==> src/rtl/eight_bit_four_reg_scan_module.sv <==
// Four-entry register bank with a valid/ready select sequencer feeding an external 4:1 mux.
// Optional continuous scanning is enabled by defining SCAN_WRAP_EN.
module eight_bit_four_reg_scan_module #(
   parameter int                DATA_W    = 8,
   parameter logic [DATA_W-1:0] RESET_VAL = '0
) (
   input  logic              clk,
   input  logic              reset,
   input  logic              wr_en,
   input  logic [1:0]        wr_addr,
   input  logic [DATA_W-1:0] wr_data,
   output logic              wr_ack,
   input  logic              start,
   input  logic              out_ready,
   output logic [DATA_W-1:0] reg_a,
   output logic [DATA_W-1:0] reg_b,
   output logic [DATA_W-1:0] reg_c,
   output logic [DATA_W-1:0] reg_d,
   output logic              s0,
   output logic              s1,
   output logic              out_valid,
   output logic              busy,
   output logic              done
);

   typedef enum logic [1:0] {
      IDLE = 2'd0,
      SCAN = 2'd1,
      DONE = 2'd2
   } state_t;

   state_t            state_reg, state_next;
   logic [1:0]        idx_reg, idx_next;
   logic [DATA_W-1:0] bank_reg [0:3];
   logic              handshake;
   logic              hazard;

   assign handshake = (state_reg == SCAN) && out_ready;

   // A stalled entry must not change under the consumer, so writes to it are refused.
   assign hazard = out_valid && !out_ready && (wr_addr == idx_reg);
   assign wr_ack = wr_en && !hazard;

   genvar gi;
   generate
      for (gi = 0; gi < 4; gi++) begin : g_bank
         always_ff @(posedge clk) begin
            if (reset) begin
               bank_reg[gi] <= RESET_VAL;
            end else if (wr_ack && (wr_addr == 2'(gi))) begin
               bank_reg[gi] <= wr_data;
            end
         end
      end
   endgenerate

   assign reg_a = bank_reg[0];
   assign reg_b = bank_reg[1];
   assign reg_c = bank_reg[2];
   assign reg_d = bank_reg[3];

   always_ff @(posedge clk) begin
      if (reset) begin
         state_reg <= IDLE;
         idx_reg   <= 2'd0;
      end else begin
         state_reg <= state_next;
         idx_reg   <= idx_next;
      end
   end

`ifdef SCAN_WRAP_EN
   logic stop_pending_reg;
   logic pass_done_reg;

   // A stop request made while stalled is remembered until the pending handshake lands.
   always_ff @(posedge clk) begin
      if (reset) begin
         stop_pending_reg <= 1'b0;
         pass_done_reg    <= 1'b0;
      end else begin
         pass_done_reg <= handshake && (idx_reg == 2'd3);
         if (state_reg != SCAN || handshake) begin
            stop_pending_reg <= 1'b0;
         end else if (start) begin
            stop_pending_reg <= 1'b1;
         end
      end
   end

   always_comb begin
      state_next = state_reg;
      idx_next   = idx_reg;
      case (state_reg)
         IDLE: begin
            idx_next = 2'd0;
            if (start) begin
               state_next = SCAN;
            end
         end
         SCAN: begin
            if (handshake) begin
               idx_next = idx_reg + 2'd1;
               if (start || stop_pending_reg) begin
                  state_next = IDLE;
                  idx_next   = 2'd0;
               end
            end
         end
         default: begin
            state_next = IDLE;
            idx_next   = 2'd0;
         end
      endcase
   end

   always_comb begin
      out_valid = (state_reg == SCAN);
      busy      = (state_reg == SCAN);
      done      = pass_done_reg;
      s0        = idx_reg[0];
      s1        = idx_reg[1];
   end
`else
   always_comb begin
      state_next = state_reg;
      idx_next   = idx_reg;
      case (state_reg)
         IDLE: begin
            idx_next = 2'd0;
            if (start) begin
               state_next = SCAN;
            end
         end
         SCAN: begin
            if (handshake) begin
               idx_next = idx_reg + 2'd1;
               if (idx_reg == 2'd3) begin
                  state_next = DONE;
               end
            end
         end
         default: begin
            state_next = IDLE;
            idx_next   = 2'd0;
         end
      endcase
   end

   always_comb begin
      out_valid = (state_reg == SCAN);
      busy      = (state_reg == SCAN);
      done      = (state_reg == DONE);
      s0        = idx_reg[0];
      s1        = idx_reg[1];
   end
`endif

endmodule
==> config.mk <==
export PLATFORM = sky130hd
export DESIGN_NAME = eight_bit_four_reg_scan_module
export DESIGN_NICKNAME = d
export VERILOG_FILES = /design/src/rtl/eight_bit_four_reg_scan_module.sv
export SDC_FILE = /design/constraint.sdc
export NUM_CORES = 1
export LEC_CHECK = 0
export ABC_AREA = 1
export BUFFER_PORTS_ARGS = -buffer_cell sky130_fd_sc_hd__buf_2
export CORE_ASPECT_RATIO = 0.5
export CORE_UTILIZATION = 48
export DETAILED_ROUTE_END_ITERATION = 7
export MAX_ROUTING_LAYER = met4
export PLACE_DENSITY = 0.77
export SLEW_MARGIN = 40
export SYNTH_ARGS = -nofsm -noshare
export SYNTH_HDL_FRONTEND = slang
export SYNTH_SLANG_ARGS = --single-unit
==> constraint.sdc <==
create_clock -name clk -period 1.45 [get_ports clk]
set_input_delay 0.0725 -clock clk [delete_from_list [all_inputs] [get_ports clk]]
set_output_delay 0.0725 -clock clk [all_outputs]
set_load 0.005 [all_outputs]
==> results_dict.tcl, run 1 <==
set metrics [dict create \
    yosys.area.top_type_share_pct 64.59 \
    worstPathMaxFanout 8 \
    final_nets 206 \
    rrSetupSlack_ns 0.1 \
    synthToLayoutAreaGrowth_pct 32.97 \
    core_sq_mm 0.002765 \
    hold_class "input pin to register" \
    synth_area_leaders "edfxtp_1 (65%), nor2_1 (10%), nand4_4 (5.7%), dfxtp_1 (5.4%), nand2_1 (4.5%)" \
    worstPathArrival_ns 1.32 \
    grt_pass1_vias 885 \
    yosys.area.top_type "edfxtp_1" \
    antenna_found_initial 0 \
    die_area_sq_mm 0.003339 \
    worst_slack_ns 0.09884 \
    h-tree-depth 2 \
    worst-r2r-cell-count 4 \
    grt.overflow.total 0 \
    post-route-period-util_pct 93.18 \
    setup_viol 0 \
    synth_cell_types 17 \
    multiInputGateArea_sq_um 394.1 \
    drtPass1Iterations 4 \
    track_usage_pct 20.33 \
    cp.required_ns 1.42 \
    cts_sinks 36 \
    die-width_microns 80.73 \
    slew_headroom_pct 71.18 \
    fin_skew_ns 0.002210 \
    register_area_sq_mm 0.001042 \
    drt-wirelength-per-cell_microns 13.20 \
    cp-end-kind "register" \
    seq_area_frac_synth_pct 69.97 \
    layout_common_cells "buf_2 (52), nor2_1 (40), edfxtp_1 (32), nand2_1 (14), inv_1 (13)" \
    drv_slew 0 \
    vdd_ir_drop_max_mv 0.6761 \
    status "finished, final reports clean" \
    cts-root-buf "clkbuf_8" \
    diodes 0 \
    drc 0 \
    die_h_microns 41.37 \
    dp_hpwl_microns 2155 \
    drt-initial-drc-count 76 \
    fmax_mhz 740.1 \
    min_path_cells 3 \
    dpl_cell_area_sq_mm 0.001844 \
    syn_area_per_cell_sq_um 11.90 \
    rsz0062_at_grt "no" \
    dp_slack_ns -0.01645 \
    hold_start "out_ready" \
    numCtsBuffers 5 \
    layoutNonFillerInstCount 228 \
    worst_pin_slew_ns 0.4297 \
    yosys_register_bits 36 \
    layout_commonest_cell "buf_2" \
    placed_cells 219 \
    worst_setup_path_start_kind "register" \
    syn_nets 141 \
    gp_congestion 0.8098 \
    clk_latency_ns 0.28 \
    reg2reg_to "bank_reg[3][5]" \
    numPortBuffers 52 \
    whs_endpoint "idx_reg[0]" \
    fin_area_sq_mm 0.001978 \
    cts_tree "yes" \
    crit_type "register to register" \
    syn_inst 125 \
    postRouteAntennaNets 0 \
    num_rows 13 \
    pin_count 53 \
    cap_violations 0 \
    initial_core_util_pct 53.80 \
    via_per_inst 4.789 \
    syn-cell-area_sq_mm 0.001488 \
    p_leak_nw 0.8948 \
    final-hold-violation-count 0 \
    grt_max_degree 12 \
    power_mw 2.311 \
    grt_pass1_wl_microns 4305 \
    clk_path_buf_depth 2 \
    clk_pin_slew_ns 0.07 \
    layout-drive-gt1-share_pct 41.36 \
    num_vias 1092 \
    holdWs_ns 0.07235 \
    r2r_start "idx_reg[1]" \
    nFillCells 196 \
    largest_reg_flops 32 \
    period_needed_ns 1.351 \
    drt_wl_total_microns 3009 \
    ys_warn_count 0 \
    power_density_mw_per_mm2 1168 \
]
-- power breakdown --
group | internal [mW] | switching (mW)
clock | 0.510 | 0.347
combinational | 0.0988 | 0.136
sequential | 1.20 | 0.0189
total | 1.81 | 0.502
-- metrics by stage --
stage | TNS [ns] | utilization, %
finish | 0 | 71.54
global route | 0 | 71.54
CTS | 0 | 71.13
detailed placement | -0.1292 | 66.70
global placement | 0 | 66.70
floorplan | 0 | -
-- worst max-delay path: stages (launching register included) --
cell and delay [ns]:
dfxtp_1 0.33, xnor2_1 0.18, a21boi_2 0.24, nand2_1 0.10, nand2_2 0.19
-- what timing repair did --
item	in CTS	in global routing
hold buffers	1	0
endpoints found under the setup margin	16	32
hold endpoints to repair	1	0
pin swaps	0	1
buffers inserted	0	0
cloned	0	0
gates resized for setup	2	5
-- cell families (layout without fill, tap and decap cells) --
family	Yosys count	after routing	share of synthesized area, %
XOR/XNOR	1	1	0.5888
AO/OA/AOI/OAI	3	3	1.430
AND/OR/NAND/NOR	67	67	22.62
adder cells (fa/ha/maj)	1	1	0.8409
flip-flops	36	36	69.97
buffers and inverters	17	83	4.541
-- cell type report --
cell class / instances / share of cell area [%]
inverters: 16 / 3.036
clock inverters: 2 / 1.771
multi-input cells: 72 / 19.92
well taps: 37 / 2.340
repair buffers: 59 / 16.57
flip-flops and latches: 36 / 52.69
clock buffers: 6 / 3.669
-- how the worst max path moves through the flow --
stage,from,slack (ns),to
floorplan,idx_reg[0],0.08,bank_reg[0][0]
global placement,idx_reg[0],0.05,bank_reg[0][0]
detailed placement,idx_reg[0],-0.02,bank_reg[0][3]
CTS,idx_reg[0],0.004,bank_reg[1][2]
global route,state_reg[1],0.002,bank_reg[3][1]
finish,idx_reg[1],0.1,bank_reg[3][5]
-- synthesized netlist by cell type --
| library cell | number |
|---|---|
| nor2_1 | 40 |
| edfxtp_1 | 32 |
| nand2_1 | 18 |
| inv_1 | 14 |
| dfxtp_1 | 4 |
| nand4_4 | 4 |
| a21oi_1 | 2 |
| nand3_1 | 2 |
| a21boi_2 | 1 |
| buf_4 | 1 |
| clkinv_1 | 1 |
| ha_1 | 1 |
| inv_2 | 1 |
| nand2_4 | 1 |
| nor2_2 | 1 |
| nor4_1 | 1 |
| xnor2_1 | 1 |
-- routing by layer --
layer / GRT usage (%) / wire (microns)
met3: 5.870 / 202
met4: 11.61 / 53
met1: 24.79 / 1370
met5: - / 0
met2: 31.78 / 1383
Note: power is estimated with default switching activity, not from simulation.
==> run 2, diff against run 1 <==
--- a/config.mk
+++ b/config.mk
@@ -12,6 +12,7 @@
 export DETAILED_ROUTE_END_ITERATION = 7
 export MAX_ROUTING_LAYER = met4
 export PLACE_DENSITY = 0.77
+export RECOVER_POWER = 25
 export SLEW_MARGIN = 40
 export SYNTH_ARGS = -nofsm -noshare
 export SYNTH_HDL_FRONTEND = slang
==> results_dict.tcl, run 2 (same netlist as run 1, synthesis figures left out) <==
set metrics [dict create \
    status "finished, final reports clean" \
    nFillCells 205 \
    drt-wirelength-per-cell_microns 13.25 \
    die_h_microns 41.37 \
    synthToLayoutAreaGrowth_pct 31.79 \
    worst_setup_path_start_kind "register" \
    min_path_cells 3 \
    postRouteAntennaNets 0 \
    num_vias 1096 \
    fmax_mhz 740.9 \
    track_usage_pct 20.33 \
    layout_commonest_cell "nor2_1" \
    cts-root-buf "clkbuf_8" \
    largest_reg_flops 32 \
    post_cts.repair.setup_buffers 0 \
    fin_skew_ns 0.001896 \
    p_leak_nw 0.8535 \
    diodes 0 \
    worst_slack_ns 0.1003 \
    period_needed_ns 1.350 \
    rrSetupSlack_ns 0.10 \
    holdWs_ns 0.07224 \
    power_density_mw_per_mm2 1175 \
    final-hold-violation-count 0 \
    whs_endpoint "idx_reg[0]" \
    die-width_microns 80.73 \
    fin_area_sq_mm 0.001961 \
    dp_slack_ns -0.01645 \
    antenna_found_initial 0 \
    initial_core_util_pct 53.80 \
    num_rows 13 \
    clk_pin_slew_ns 0.07 \
    via_per_inst 4.807 \
    cts_sinks 36 \
    slew_headroom_pct 71.40 \
    grt_pass1_vias 885 \
    numPortBuffers 52 \
    cap_violations 0 \
    numCtsBuffers 5 \
    cp.required_ns 1.42 \
    rsz0062_at_grt "no" \
    setup_viol 0 \
    drt_wl_total_microns 3021 \
    h-tree-depth 2 \
    grt_busiest_layer "met2" \
    gp_congestion 0.8098 \
    drtPass1Iterations 4 \
    drt-initial-drc-count 73 \
    drc 0 \
    grt.overflow.total 0 \
    layout-drive-gt1-share_pct 34.03 \
    cp-end-kind "register" \
    clk_path_buf_depth 2 \
    hold_class "input pin to register" \
    reg2reg_to "bank_reg[3][6]" \
    grt_max_degree 12 \
    core_sq_mm 0.002765 \
    final_util_pct 70.91 \
    grt_pass1_wl_microns 4305 \
    final_nets 206 \
    worstPathMaxFanout 8 \
    cts_tree "yes" \
    grt_use_met3_pct 5.870 \
    die_area_sq_mm 0.003339 \
    post-route-period-util_pct 93.08 \
    worst_pin_slew_ns 0.4263 \
    drv_slew 0 \
    worstPathArrival_ns 1.32 \
    r2r_start "idx_reg[1]" \
    dpl_cell_area_sq_mm 0.001844 \
    pin_count 53 \
    layout_common_cells "nor2_1 (40), buf_2 (38), edfxtp_1 (32), clkbuf_1 (15), nand2_1 (14)" \
    grtUsageMet2_pct 31.78 \
    hold_start "out_ready" \
    worst-r2r-cell-count 4 \
    vdd_ir_drop_max_mv 0.6734 \
    use_met1_pct 24.79 \
    clk_latency_ns 0.28 \
    dp_hpwl_microns 2155 \
    crit_type "register to register" \
]
-- run 2: cell types whose count changed in the layout (fill, tap and decap cells not counted) --
cell / change
clkbuf_1: +14
buf_2: -14
-- run 2: critical path: stages (launching register included) --
cell and delay, ns:
dfxtp_1 0.33, xnor2_1 0.18, a21boi_2 0.24, nand2_1 0.10, nand2_2 0.19
-- run 2: area by class of cell --
type | instances | area, sq um | share of cell area, %
multi-input combinational | 72 | 394.1 | 20.10
tap | 37 | 46.29 | 2.361
clock inverter | 2 | 35.03 | 1.787
timing repair buffer | 59 | 310.3 | 15.83
inverter | 16 | 60.06 | 3.063
clock buffer | 6 | 72.57 | 3.701
sequential | 36 | 1042 | 53.16
-- run 2: layer usage --
layer  up-vias  wire, microns
li1        541              -
met1       503           1379
met2        46           1378
met3         6            211
met4         0             53
met5         -              0
-- run 2: metrics by stage --
| step | TNS (ns) | power, mW | cells |
|---|---|---|---|
| after floorplan | 0 | 1.337 | 125 |
| after global placement | 0 | 1.463 | 219 |
| after detailed placement | -0.1292 | 1.470 | 219 |
| after CTS | 0 | 2.313 | 228 |
| after global routing | 0 | 2.393 | 228 |
| final | 0 | 2.304 | 228 |
-- run 2: timing repair --
item,in CTS,in global routing
hold buffers,1,0
endpoints found under the setup margin,16,32
resized for setup,2,5
pin swaps,0,1
endpoints found under the hold margin,1,0
-- run 2: where the power goes --
group          switching (mW)  internal, mW
registers              0.0202          1.20
logic                   0.136        0.0915
clock network           0.345         0.510
-- run 2: how the worst max path moves through the flow --
stage	start	end	slack, ns	cells past startpoint
final	idx_reg[1]	bank_reg[3][6]	0.10	4
after global routing	state_reg[1]	bank_reg[3][1]	0.002	6
after CTS	idx_reg[0]	bank_reg[1][2]	0.004	7
after detailed placement	idx_reg[0]	bank_reg[0][3]	-0.02	7
after global placement	idx_reg[0]	bank_reg[0][0]	0.05	7
after floorplan	idx_reg[0]	bank_reg[0][0]	0.08	7
